`config.mk`:
```
export PLATFORM = sky130hd
export DESIGN_NAME = card_regfile
export DESIGN_NICKNAME = d
export VERILOG_FILES = /design/src/rtl/card_regfile.sv
export SDC_FILE = /design/constraint.sdc
export NUM_CORES = 1
export LEC_CHECK = 0
export CAP_MARGIN = 10
export CELL_PAD_IN_SITES_DETAIL_PLACEMENT = 1
export CELL_PAD_IN_SITES_GLOBAL_PLACEMENT = 2
export CORE_AREA = 5 5 203 205
export DETAILED_ROUTE_END_ITERATION = 10
export DIE_AREA = 0 0 208 210
export PLACE_DENSITY = 0.89
export SLEW_MARGIN = 15
export SYNTH_ARGS = -nofsm -noshare
export SYNTH_HDL_FRONTEND = slang
export SYNTH_SLANG_ARGS = --single-unit
```
`constraint.sdc`:
```
create_clock -name pclk -period 12.8 [get_ports pclk]
set_input_delay 1.28 -clock pclk [delete_from_list [all_inputs] [get_ports pclk]]
set_output_delay 1.28 -clock pclk [all_outputs]
set_load 0.05 [all_outputs]
```
`src/rtl/card_regfile.sv`:
```
// Per-card word store: snapshots all words on a vblank rise and streams them down the sync chain.
// rd_data has 1-cycle latency with write-through; the chain has no backpressure, and a missing done return times out.
module card_regfile #(
   parameter int          NUM_CARDS  = 12,
   parameter logic [13:0] RESET_WORD = 14'h0000,
   parameter int          TIMEOUT    = 32
) (
   input  logic        pclk,
   input  logic        rst,
   input  logic        vblank,
   input  logic        wr_en,
   input  logic [3:0]  wr_addr,
   input  logic [13:0] wr_data,
   input  logic [3:0]  rd_addr,
   output logic [13:0] rd_data,
   output logic        regfile_sync,
   output logic [13:0] regfile_out,
   input  logic        regfile_sync_done,
   output logic        busy,
   output logic        sync_err,
   output logic [7:0]  update_cnt
);
   localparam int IW = (NUM_CARDS > 1) ? $clog2(NUM_CARDS) : 1;

   typedef enum logic [1:0] {IDLE, STREAM, WAIT_DONE} state_t;

   state_t        state;
   logic [13:0]   live [NUM_CARDS];
   logic [13:0]   snap [NUM_CARDS];
   logic [IW-1:0] idx;
   logic [5:0]    tcnt;
   logic          vb_q;
   logic          vb_rise;
   logic          wr_hit;
   logic          rd_hit;
   logic          tmo;

   assign vb_rise     = vblank & ~vb_q;
   assign wr_hit      = wr_en && (int'(wr_addr) < NUM_CARDS);
   assign rd_hit      = int'(rd_addr) < NUM_CARDS;
   assign tmo         = int'(tcnt) == TIMEOUT - 1;
   assign busy        = (state != IDLE);
   assign regfile_out = (state == STREAM) ? snap[idx] : '0;

   always_ff @(posedge pclk) begin
      if (!rst) begin
         for (int i = 0; i < NUM_CARDS; i++) live[i] <= RESET_WORD;
         rd_data <= '0;
         vb_q    <= 1'b1;
      end else begin
         vb_q <= vblank;
         if (wr_hit) live[wr_addr[IW-1:0]] <= wr_data;
         // forward a same-cycle write so readback sees it one cycle later
         if (wr_hit && (wr_addr == rd_addr)) rd_data <= wr_data;
         else if (rd_hit)                    rd_data <= live[rd_addr[IW-1:0]];
         else                                rd_data <= '0;
      end
   end

   always_ff @(posedge pclk) begin
      if (!rst) begin
         state        <= IDLE;
         idx          <= '0;
         tcnt         <= '0;
         regfile_sync <= 1'b0;
         sync_err     <= 1'b0;
         update_cnt   <= '0;
         for (int i = 0; i < NUM_CARDS; i++) snap[i] <= RESET_WORD;
      end else begin
         regfile_sync <= 1'b0;
         if ((state != IDLE) && (tcnt != 6'h3f)) tcnt <= tcnt + 6'd1;
         case (state)
            IDLE: begin
               // snapshot takes pre-write values; a same-cycle write lands next frame
               if (vb_rise) begin
                  for (int i = 0; i < NUM_CARDS; i++) snap[i] <= live[i];
                  idx          <= '0;
                  tcnt         <= '0;
                  regfile_sync <= 1'b1;
                  state        <= STREAM;
               end
            end
            STREAM: begin
               idx <= idx + 1'b1;
               if (tmo) begin
                  sync_err <= 1'b1;
                  state    <= IDLE;
               end else if (int'(idx) == NUM_CARDS - 1) begin
                  state <= WAIT_DONE;
               end
            end
            WAIT_DONE: begin
               if (regfile_sync_done) begin
                  update_cnt <= update_cnt + 8'd1;
                  state      <= IDLE;
               end else if (tmo) begin
                  sync_err <= 1'b1;
                  state    <= IDLE;
               end
            end
            default: state <= IDLE;
         endcase
      end
   end
endmodule

```
Word level (Yosys, flattened, before mapping)

Memories as Yosys holds them, arrays and structs flattened. A register that Yosys moved wholly into a read port is not among the register bits.
Cells that the tools add are included.

Equal/unequal tests: 10
Reductions and logical operators: 12
Add/subtract/negate cells: 3
Bitwise logic cells: 14
Order comparisons: 2
Muxes and demuxes: 42

Operators with widths:

| cell                  | count |
|---|---|
| $mux W14              | 16 |
| $mux W6               | 3 |
| $mux W4               | 4 |
| $reduce_or A14 Y1     | 1 |
| $or A1 B1 Y1          | 12 |
| $mux W1               | 11 |
| $mux W2               | 5 |
| $add A8 B1 Y8 const B | 1 |
| $lt A4 B4 Y1 const B  | 2 |
| $pmux W4 S2           | 1 |
| $add A6 B1 Y6 const B | 1 |
| $eq A6 B6 Y1 const B  | 1 |
| $ne A6 B6 Y1 const B  | 1 |
| $pmux W2 S3           | 1 |
| $reduce_and A2 Y1     | 3 |
| $reduce_bool A2 Y1    | 3 |
| $add A4 B1 Y4 const B | 1 |
| $eq A4 B4 Y1          | 1 |
| $eq A4 B4 Y1 const B  | 1 |
| $ne A2 B2 Y1 const B  | 2 |
| $logic_and A1 B1 Y1   | 3 |
| $ne A3 B2 Y1 const B  | 1 |
| $ne A3 B3 Y1 const B  | 1 |
| $reduce_and A3 Y1     | 1 |
| other kinds (6)       | 6 |

Output and inout port bits: 39
RAM bits: 336
Input bits: 27
Bits in registers: 37
Word-level logic and storage cells: 93
Memories: 2

Memories:

| memory | depth | width | read ports | clocked after memory_dff | write ports | RTL line | source |
|---|---|---|---|---|---|---|---|
| live   | 12    | 14    | 13         | 0                        | 12          | 28       | `logic [13:0] live [NUM_CARDS];` |
| snap   | 12    | 14    | 1          | 1                        | 12          | 29       | `logic [13:0] snap [NUM_CARDS];` |

Depth between registers and ports, before layout

Gate-level depths: netlist of run 1.

Word-level depth: 7
Mapped depth: 7
Mapped depth without buffers: 5

Worst setup path before layout of run 1

No wires, ideal clock.

Path kind: input-to-reg
Start point: input port vblank
End point: register (tool-made name)
Required time: 12.311 ns
Path buffers: 0
Setup slack: 3.108 ns
Data arrival time: 9.203 ns
Stages on the path: 3
Setup time: 0.489 ns
Cells stage by stage: nand2b_1 o21ai_1 nor2_1

RTL lines:

| item               | RTL line | source |
|---|---|---|
| start: declaration | 10       | `input logic vblank,` |

==> results of run 1 <==
==> worst min path at each step <==
stage                           from                    end  slack [ps]  cells after the start
2_1_floorplan    idx[3]$_SDFFE_PN0N_               register         440                      1
3_3_place_gp   sync_err$_SDFFE_PN0P_  sync_err$_SDFFE_PN0P_         450                      1
3_5_place_dp   sync_err$_SDFFE_PN0P_  sync_err$_SDFFE_PN0P_         460                      1
4_1_cts        sync_err$_SDFFE_PN0P_  sync_err$_SDFFE_PN0P_         480                      1
5_1_grt        sync_err$_SDFFE_PN0P_  sync_err$_SDFFE_PN0P_         500                      1
6_report       sync_err$_SDFFE_PN0P_  sync_err$_SDFFE_PN0P_         470                      1
==> report_power, final <==
group / total [mW] / leakage [nW] / internal (mW) / switching (mW)
clock network: 1.09 / 0.600 / 0.607 / 0.482
registers: 1.44 / 3.69 / 1.41 / 0.0300
logic: 0.207 / 2.35 / 0.0768 / 0.130
==> layout make-up <==
type / instances / share of cell area (%)
Antenna cell: 1 / 0.0130
Clock buffer: 44 / 5.40
Clock inverter: 30 / 0.945
Inverter: 4 / 0.0782
Multi-Input combinational cell: 673 / 29.1
Sequential cell: 377 / 56.8
Tap cell: 525 / 3.42
Timing Repair Buffer: 85 / 4.15
==> routing by layer <==
metal | wire [µm] | vias up | global-route usage [%]
met5 | 0 | - | 0
met1 | 17800 | 5009 | 25.4
met3 | 2140 | 92 | 2.95
met4 | 1570 | 0 | 7.25
li1 | - | 4288 | -
met2 | 22100 | 275 | 34.7
==> critical path: stages (launching register included) <==
cell and delay, ps:
sky130_fd_sc_hd__dfxtp_2 310, sky130_fd_sc_hd__buf_4 730, sky130_fd_sc_hd__mux4_2 590, sky130_fd_sc_hd__o21ai_0 240
sky130_fd_sc_hd__a21oi_1 170, sky130_fd_sc_hd__clkdlybuf4s50_1 780
==> state kept, by name, indices dropped and copies added (netlist names), named ones only <==
register	cells
idx	4
live	168
rd_data	14
regfile_sync	1
snap	168
state	2
sync_err	1
tcnt	6
update_cnt	8
vb_q	1
==> placed cells by master (no fill, tap or decap), types with 10 or more instances in the layout <==
cell type                         instances
sky130_fd_sc_hd__a21oi_1                 19
sky130_fd_sc_hd__a221oi_1                13
sky130_fd_sc_hd__and2_1                 342
sky130_fd_sc_hd__buf_4                   18
sky130_fd_sc_hd__clkbuf_16               41
sky130_fd_sc_hd__clkdlybuf4s50_1         61
sky130_fd_sc_hd__clkinv_1                16
sky130_fd_sc_hd__clkinv_2                10
sky130_fd_sc_hd__dfxtp_1                 39
sky130_fd_sc_hd__edfxtp_1               336
sky130_fd_sc_hd__mux2i_1                 44
sky130_fd_sc_hd__mux4_2                  71
sky130_fd_sc_hd__nand2_1                 23
sky130_fd_sc_hd__nor2_1                  16
sky130_fd_sc_hd__o21ai_0                 31
sky130_fd_sc_hd__o21ai_1                 10
sky130_fd_sc_hd__o31ai_1                 14
==> cell families (layout without fill, tap and decap cells) <==
logic type,after synthesis,in the layout,synth area share [%]
muxes,115,115,12.1
buffers and inverters,92,163,2.57
and+or+nand+nor,431,431,15.6
AOI/OAI and AO/OA,112,112,4.48
other,0,1,0
xor gates and xnor gates,12,12,0.621
adders and majority gates,3,3,0.222
DFF,377,377,64.5
==> run summary, run 1 <==
count of mapped cells out of synthesis: 1142
DIE HEIGHT: 210 µm
transition time of the tightest slew-check pin: 1240 ps
number of cells traversed by the worst register-to-register path: 4
area after detailed placement: 18000 µm²
antenna violations before repair: 2
number of nets produced by synthesis: 1172
drt initial violations: 740
largest net degree at the start of global routing: 176
TritonCTS clock tree: yes
top post-synthesis cells by area: sky130_fd_sc_hd__edfxtp_1 (60%), sky130_fd_sc_hd__and2_1 (13%), sky130_fd_sc_hd__mux4_2 (9.5%), sky130_fd_sc_hd__dfxtp_1 (4.9%), sky130_fd_sc_hd__mux2i_1 (2.6%)
endpoint arrival time on the critical path: 3380 ps
non-filler instance count after layout: 1739
final hold slack: 472 ps
Boundary Pins: 66
CP Capture Type: output pin
dpl cells: 1664
Tot GR Track Use: 19.9%
fraction of final layout cells with drive strength greater than 1: 14.8%
Worst setup endpoint: regfile_out[11]
final total power: 2.74 mW
Floorplan Core Area: 39300 µm²
area delta synth->final: 13.5%
cell at the root of the clock tree: sky130_fd_sc_hd__clkbuf_16
post-CTS setup repair buffer count: 0
post-route design area: 19200 µm²
headroom to the max-slew limit: 17.3%
via count of the routed design: 9664
Setup violations, final: 0
final max-slew violation count: 0
PnR worst setup slack: 8140 ps
capture instance of the worst register-to-register path: snap[8][1]$_SDFFCE_PN0P_
Power Density: 143 nW/µm²
quantity of I/O buffers inserted on ports: 65
count of nets after finishing: 1211
static leakage power: 6.64 nW
RD Place Congestion: 0.836
share of synthesized area occupied by flip-flops and latches: 64.5%
predominant post-synthesis flop cell: sky130_fd_sc_hd__edfxtp_1
Seq cells post-synth: 377
GRT Residual Overflow: 0
setup skew after layout: 17.5 ps
HPWL after detailed placement: 26800 µm
H-tree levels: 2
detail-routed net length per standard cell: 25.1 µm
final standard cell utilization of the core: 48.9%
DRC: 0
type of the tightest min-delay check: reg -> reg
count of yosys warnings during synthesis: 0
number of enable-type register cells in the synthesized netlist: 336
PostCTS Resize Cnt: 0
number of distinct library cell variants in the gate-level netlist after synthesis: 50
number of maximum-capacitance constraint violations: 0
fraction of post-synthesis cell area in the top cell type by area: 59.6%
dominant cell by count in the synthesized netlist: sky130_fd_sc_hd__and2_1
final-layout fill cell count: 3809
clock input transition at the sequential cells of the worst setup and hold paths: 60 ps
via count normalized by instance count: 5.56
clock net sink count: 377
clk_lat worst skew: 540 ps
slack of the worst reg-to-reg path: 10410 ps
startpoint of the worst-slack reg-to-reg timing path: state[0]$_SDFFE_PN0P_
clock tree buffer depth: 3
library cell with the largest summed area after synthesis: sky130_fd_sc_hd__edfxtp_1
proportion of register bits with asynchronous set or reset after synthesis: 0%
summed negative setup slack over all endpoints: 0 ps
max frequency: 0.214 GHz
hold buffer count at CTS: 0
element type at the critical path start: register
worst slack at placement: 8300 ps
area of the mapped netlist: 16900 µm²
list of most frequent post-synthesis cells: sky130_fd_sc_hd__and2_1 (342), sky130_fd_sc_hd__edfxtp_1 (336), sky130_fd_sc_hd__mux4_2 (71)
RSZ-0062 raised after global routing: no
wire length after detailed routing: 43700 µm
total count of hold-check failures in the final report: 0
initial core utilization: 43.1%
maximum net fanout on the critical path: 42
final period utilization: 36.4%
Setup Crit Path Kind: reg -> out
drt pass-1 iters: 5
min Tclk post-route: 4660 ps
first-pass GRT wire length: 65600 µm
run status: completed
Peak supply drop: 0.0828 mV
Worst Path Required: 11520 ps
Antenna Nets Post-Route: 0
number of core rows: 73
DIE AREA: 43700 µm²
Multi-input gate area: 5590 µm²
average instance area after synthesis: 14.8 µm²
Die Span X: 208 µm
sequential cell area: 10900 µm²
CTS buffer count: 40
number of global-route vias before repair: 10300
No activity file was read; power rests on OpenSTA's default activity.
==> run 2, diff against run 1 <==
Clock period 12.8 ns to 4.45 ns, I/O delays scaled along.
==> run 2 against run 1 <==
Worst setup slack lost 7300 ps. Critical path type unchanged. Critical path depth did not move. Core utilization is 0.63 points higher. Register-to-register slack worse by 8200 ps.
==> run summary, run 2 (synthesized netlist as in run 1, its figures left out) <==
Tot GR Track Use: 19.8% (was 19.9%)
TritonCTS clock tree: yes (unchanged)
maximum net fanout on the critical path: 30 (was 42)
final period utilization: 82.2%
detail-routed net length per standard cell: 24.7 µm (was 25.1 µm)
Worst Path Required: 4010 ps (was 11520 ps)
Floorplan Core Area: 39300 µm² (unchanged)
number of global-route vias before repair: 10400 (was 10300)
max frequency: 0.273 GHz
transition time of the tightest slew-check pin: 1140 ps (was 1240 ps)
via count normalized by instance count: 5.47 (was 5.56)
DIE HEIGHT: 210 µm (unchanged)
H-tree levels: 2 (unchanged)
min Tclk post-route: 3660 ps
static leakage power: 6.77 nW (was 6.64 nW)
PostCTS Resize Cnt: 0 (unchanged)
clk_lat worst skew: 550 ps (was 540 ps)
crit path max-delay cell type: sky130_fd_sc_hd__dfxtp_4 (was sky130_fd_sc_hd__clkdlybuf4s50_1)
cell at the root of the clock tree: sky130_fd_sc_hd__clkbuf_16 (unchanged)
summed negative setup slack over all endpoints: 0 ps (unchanged)
setup skew after layout: 14.1 ps (was 17.5 ps)
largest registers: live (168), snap (168), rd_data (14) (unchanged)
wire length after detailed routing: 43200 µm (was 43700 µm)
Setup Crit Path Kind: reg -> out (unchanged)
DRC: 0 (unchanged)
Setup violations, final: 0 (unchanged)
non-filler instance count after layout: 1750 (was 1739)
number of cells traversed by the worst register-to-register path: 4 (unchanged)
DIE AREA: 43700 µm² (unchanged)
Die Span X: 208 µm (unchanged)
fraction of final layout cells with drive strength greater than 1: 15.7% (was 14.8%)
area delta synth->final: 14.9% (was 13.5%)
GRT Residual Overflow: 0 (unchanged)
drt pass-1 iters: 7 (was 5)
first-pass GRT wire length: 65800 µm (was 65600 µm)
post-CTS setup repair buffer count: 0 (unchanged)
clock net sink count: 377 (unchanged)
Power Density: 426 nW/µm² (was 143 nW/µm²)
ordered list of cells on the worst path: buf_4 -> mux4_2 -> mux2i_1 -> a21oi_1 -> clkdlybuf4s50_1 (was buf_4 -> mux4_2 -> o21ai_0 -> a21oi_1 -> clkdlybuf4s50_1)
Peak supply drop: 0.274 mV (was 0.0828 mV)
hold path cells: 2 (was 1)
clock input transition at the sequential cells of the worst setup and hold paths: 60 ps (about the same)
dpl cells: 1670 (was 1664)
element type at the critical path start: register (unchanged)
antenna violations before repair: 1 (was 2)
run status: completed (unchanged)
RD Place Congestion: 0.829 (was 0.836)
clock tree buffer depth: 3 (unchanged)
final standard cell utilization of the core: 49.5% (was 48.9%)
count of nets after finishing: 1220 (was 1211)
largest net degree at the start of global routing: 176 (unchanged)
Boundary Pins: 66 (unchanged)
drt initial violations: 715 (was 740)
via count of the routed design: 9575 (was 9664)
commonest cells after routing, fill and taps aside: sky130_fd_sc_hd__and2_1 (342), sky130_fd_sc_hd__edfxtp_1 (336), sky130_fd_sc_hd__mux4_2 (71) (unchanged)
quantity of I/O buffers inserted on ports: 65 (unchanged)
hold buffer count at CTS: 0 (unchanged)
CTS buffer count: 42 (was 40)
headroom to the max-slew limit: 24.0% (was 17.3%)
type of the tightest min-delay check: in -> reg (was reg -> reg)
RSZ-0062 raised after global routing: no (unchanged)
endpoint arrival time on the critical path: 3210 ps (was 3380 ps)
initial core utilization: 43.1% (unchanged)
final max-slew violation count: 0 (unchanged)
CP Capture Type: output pin (unchanged)
number of core rows: 73 (unchanged)
number of maximum-capacitance constraint violations: 0 (unchanged)
Antenna Nets Post-Route: 0 (unchanged)
largest stage delay on the critical path: 800 ps (was 780 ps)
total count of hold-check failures in the final report: 0 (unchanged)
HPWL after detailed placement: 28100 µm (was 26800 µm)
most common library cell in the layout ignoring fill and taps: sky130_fd_sc_hd__and2_1 (unchanged)
[run 2: cell count changes in the layout (fill, tap and decap cells not counted), sizes merged]
cell / previous run / this run
clkinvlp: 2 / 0
clkbuf: 44 / 51
buf: 24 / 31
diode: 1 / 2
bufinv: 1 / 7
clkinv: 27 / 19
[run 2: layer usage]
metal	vias to the layer above	global-route usage [%]	wire length [µm]
met1	4961	25.4	17600
met4	0	6.75	1430
met3	80	2.99	1960
met5	-	0	0
met2	234	34.9	22200
li1	4300	-	-
[run 2: power by group]
| part | switching, mW | internal, mW | leakage [nW] |
|---|---|---|---|
| sequential | 0.0992 | 4.06 | 3.69 |
| combinational | 0.361 | 0.224 | 2.39 |
| clock | 1.40 | 2.15 | 0.689 |
| total | 1.86 | 6.43 | 6.77 |
[run 2: path summary, 6_finish.rpt]
check | end | slack, ps | from
setup / recovery | regfile_out[5] | 790 | register
hold / removal | vb_q$_SDFF_PN1_ | 250 | rst
setup reg to reg | snap[9][7]$_SDFFCE_PN0P_ | 2210 | state[0]$_SDFFE_PN0P_
hold reg to reg | sync_err$_SDFFE_PN0P_ | 470 | sync_err$_SDFFE_PN0P_
[run 2: cell type report]
| cell class | count | area, µm² |
|---|---|---|
| antenna | 2 | 5.00 |
| multi-input combinational | 673 | 5590 |
| timing repair buffer | 92 | 858 |
| inverter | 4 | 16.3 |
| tap | 525 | 657 |
| sequential | 377 | 10900 |
| fill | 3816 | 19800 |
| clock buffer | 51 | 1080 |
| clock inverter | 26 | 315 |
[run 2: worst max-delay path, delay by kind of cell, from the launching register on]
kind / cells / cell delay (ps)
multiplexers: 2 / 670
buffers and inverters: 2 / 1080
AO/OA/AOI/OAI: 1 / 80
flip-flops: 1 / 800
[run 2: through the flow]
stage | cell area, µm² | hold slack [ps] | power [mW] | setup WS [ps]
after CTS | 19400 | 242 | 8.35 | 733
final | 19400 | 255 | 8.29 | 791
after detailed placement | 18000 | 464 | 4.81 | 1240
after global routing | 19400 | 278 | 8.57 | 559
after floorplan | 16900 | 435 | 4.57 | 195
after global placement | 18000 | 459 | 4.78 | 1360
==> run 3, diff against run 2 <==
Settings changed: CORE_AREA 5 5 203 205 to 5 5 212 214, DIE_AREA 0 0 208 210 to 0 0 217 219, PLACE_DENSITY 0.89 to 0.87.
Clock period 4.45 ns to 3.24 ns, I/O delays scaled along.
==> run 3 against run 2 <==
Clock skew about the same. Total power rose by 34%. Non-clock buffer count up 21. Register-to-register slack worse by 1100 ps. Highest routed layer unchanged.
==> run summary, run 3 (synthesized netlist as in run 1, its figures left out) <==
drt pass-1 iters: 7 (unchanged)
DRC: 0 (unchanged)
final-layout fill cell count: 4134 (was 3816)
static leakage power: 6.90 nW (was 6.77 nW)
total count of hold-check failures in the final report: 0 (unchanged)
max frequency: 0.355 GHz
sequential cell area: 10900 µm² (unchanged)
largest net degree at the start of global routing: 142 (was 176)
Setup Crit Path Kind: reg -> out (unchanged)
number of maximum-capacitance constraint violations: 0 (unchanged)
run status: completed (unchanged)
CP Capture Type: output pin (unchanged)
Boundary Pins: 66 (unchanged)
area delta synth->final: 16.4% (was 14.9%)
DIE AREA: 47500 µm² (was 43700 µm²)
drt initial violations: 803 (was 715)
min Tclk post-route: 2820 ps
headroom to the max-slew limit: 28.1% (was 24.0%)
clock tree buffer depth: 3 (unchanged)
DIE HEIGHT: 219 µm (was 210 µm)
element type at the critical path start: register (unchanged)
CTS buffer count: 39 (was 42)
final standard cell utilization of the core: 46.1% (was 49.5%)
maximum net fanout on the critical path: 14 (was 30)
antenna violations before repair: 1 (unchanged)
Floorplan Core Area: 42700 µm² (was 39300 µm²)
first-pass GRT wire length: 67500 µm (was 65800 µm)
Antenna Nets Post-Route: 0 (unchanged)
RSZ-0062 raised after global routing: no (unchanged)
commonest cells after routing, fill and taps aside: sky130_fd_sc_hd__and2_1 (342), sky130_fd_sc_hd__edfxtp_1 (336), sky130_fd_sc_hd__mux4_2 (71) (unchanged)
area after detailed placement: 18400 µm² (was 18000 µm²)
PostCTS Resize Cnt: 0 (unchanged)
H-tree levels: 2 (unchanged)
Multi-input gate area: 5600 µm² (was 5590 µm²)
clock net sink count: 377 (unchanged)
Setup violations, final: 0 (unchanged)
RD Place Congestion: 0.810 (was 0.829)
post-CTS setup repair buffer count: 0 (unchanged)
number of global-route vias before repair: 10500 (was 10400)
cell at the root of the clock tree: sky130_fd_sc_hd__clkbuf_16 (unchanged)
most common library cell in the layout ignoring fill and taps: sky130_fd_sc_hd__and2_1 (unchanged)
via count of the routed design: 9761 (was 9575)
clock input transition at the sequential cells of the worst setup and hold paths: 60 ps (about the same)
detail-routed net length per standard cell: 25.0 µm (was 24.7 µm)
number of core rows: 76 (was 73)
Power Density: 563 nW/µm² (was 426 nW/µm²)
TritonCTS clock tree: yes (unchanged)
wire length after detailed routing: 44700 µm (was 43200 µm)
transition time of the tightest slew-check pin: 1080 ps (was 1140 ps)
quantity of I/O buffers inserted on ports: 65 (unchanged)
HPWL after detailed placement: 29500 µm (was 28100 µm)
final total power: 11.1 mW (was 8.29 mW)
endpoint arrival time on the critical path: 2490 ps (was 3210 ps)
GRT Residual Overflow: 0 (unchanged)
via count normalized by instance count: 5.47 (about the same)
Worst Path Required: 2920 ps (was 4010 ps)
fraction of final layout cells with drive strength greater than 1: 18.3% (was 15.7%)
final hold slack: 424 ps (was 255 ps)
type of the tightest min-delay check: in -> reg (unchanged)
hold buffer count at CTS: 0 (unchanged)
Peak supply drop: 0.283 mV (was 0.274 mV)
final period utilization: 87.0%
Die Span X: 217 µm (was 208 µm)
clk_lat worst skew: 540 ps (was 550 ps)
final max-slew violation count: 0 (unchanged)
initial core utilization: 39.6% (was 43.1%)
post-route design area: 19700 µm² (was 19400 µm²)
Tot GR Track Use: 18.8% (was 19.8%)
setup skew after layout: 14.3 ps (was 14.1 ps)
count of nets after finishing: 1238 (was 1220)
largest registers: live (168), snap (168), rd_data (14) (unchanged)
[run 3: cell count changes in the layout (fill, tap and decap cells not counted), moves of 2 or more]
| cell | change |
|---|---|
| sky130_fd_sc_hd__bufinv_16 | -4 |
| sky130_fd_sc_hd__clkbuf_8 | +5 |
| sky130_fd_sc_hd__clkdlybuf4s50_1 | -14 |
| sky130_fd_sc_hd__clkbuf_1 | -5 |
| sky130_fd_sc_hd__clkinv_2 | -3 |
| sky130_fd_sc_hd__clkinv_4 | +2 |
| sky130_fd_sc_hd__buf_12 | +15 |
| sky130_fd_sc_hd__inv_6 | -2 |
| sky130_fd_sc_hd__buf_4 | +20 |
[run 3: final cells by class]
cell class | instances | area share, %
antenna | 2 | 0.0254
clock buffer | 50 | 5.64
clock inverter | 21 | 0.928
inverter | 4 | 0.102
multi-input combinational | 673 | 28.5
sequential | 377 | 55.4
tap | 546 | 3.47
timing repair buffer | 113 | 5.94
[run 3: metal layers]
layer,vias up,wire [µm],global-route usage [%]
met1,5053,18500,24.4
met5,-,0,0
li1,4330,-,-
met2,305,22600,33.2
met3,73,2500,2.61
met4,0,1200,5.37
[run 3: path summary, 6_finish.rpt]
| path | start | end | slack [ps] | cells after the start |
|---|---|---|---|---|
| worst max-delay path | register | regfile_out[10] | 420 | 5 |
| worst min-delay path | vblank | vb_q$_SDFF_PN1_ | 420 | 2 |
| worst max register to register | state[0]$_SDFFE_PN0P_ | snap[6][12]$_SDFFCE_PN0P_ | 1110 | 4 |
| worst min register to register | sync_err$_SDFFE_PN0P_ | sync_err$_SDFFE_PN0P_ | 470 | 1 |
[run 3: power by group]
part / switching [mW] / total [mW] / internal (mW)
registers: 0.132 / 5.70 / 5.57
clock network: 1.86 / 4.53 / 2.66
logic: 0.518 / 0.856 / 0.338
total: 2.51 / 11.1 / 8.57
[run 3: per-stage QoR]
step | setup TNS [ps] | cells | setup WS (ps)
final | 0 | 1786 | 422
after global routing | 0 | 1785 | 311
after CTS | 0 | 1784 | 380
after detailed placement | 0 | 1713 | 550
after global placement | 0 | 1713 | 585
after floorplan | -132580 | 1142 | -759
[run 3: worst max-delay path, stage by stage, from the launching register on]
cell                      delay (ps)
sky130_fd_sc_hd__dfxtp_4         540
sky130_fd_sc_hd__buf_4           270
sky130_fd_sc_hd__mux4_2          510
sky130_fd_sc_hd__mux2i_1         250
sky130_fd_sc_hd__a21oi_1         180
sky130_fd_sc_hd__buf_12          200
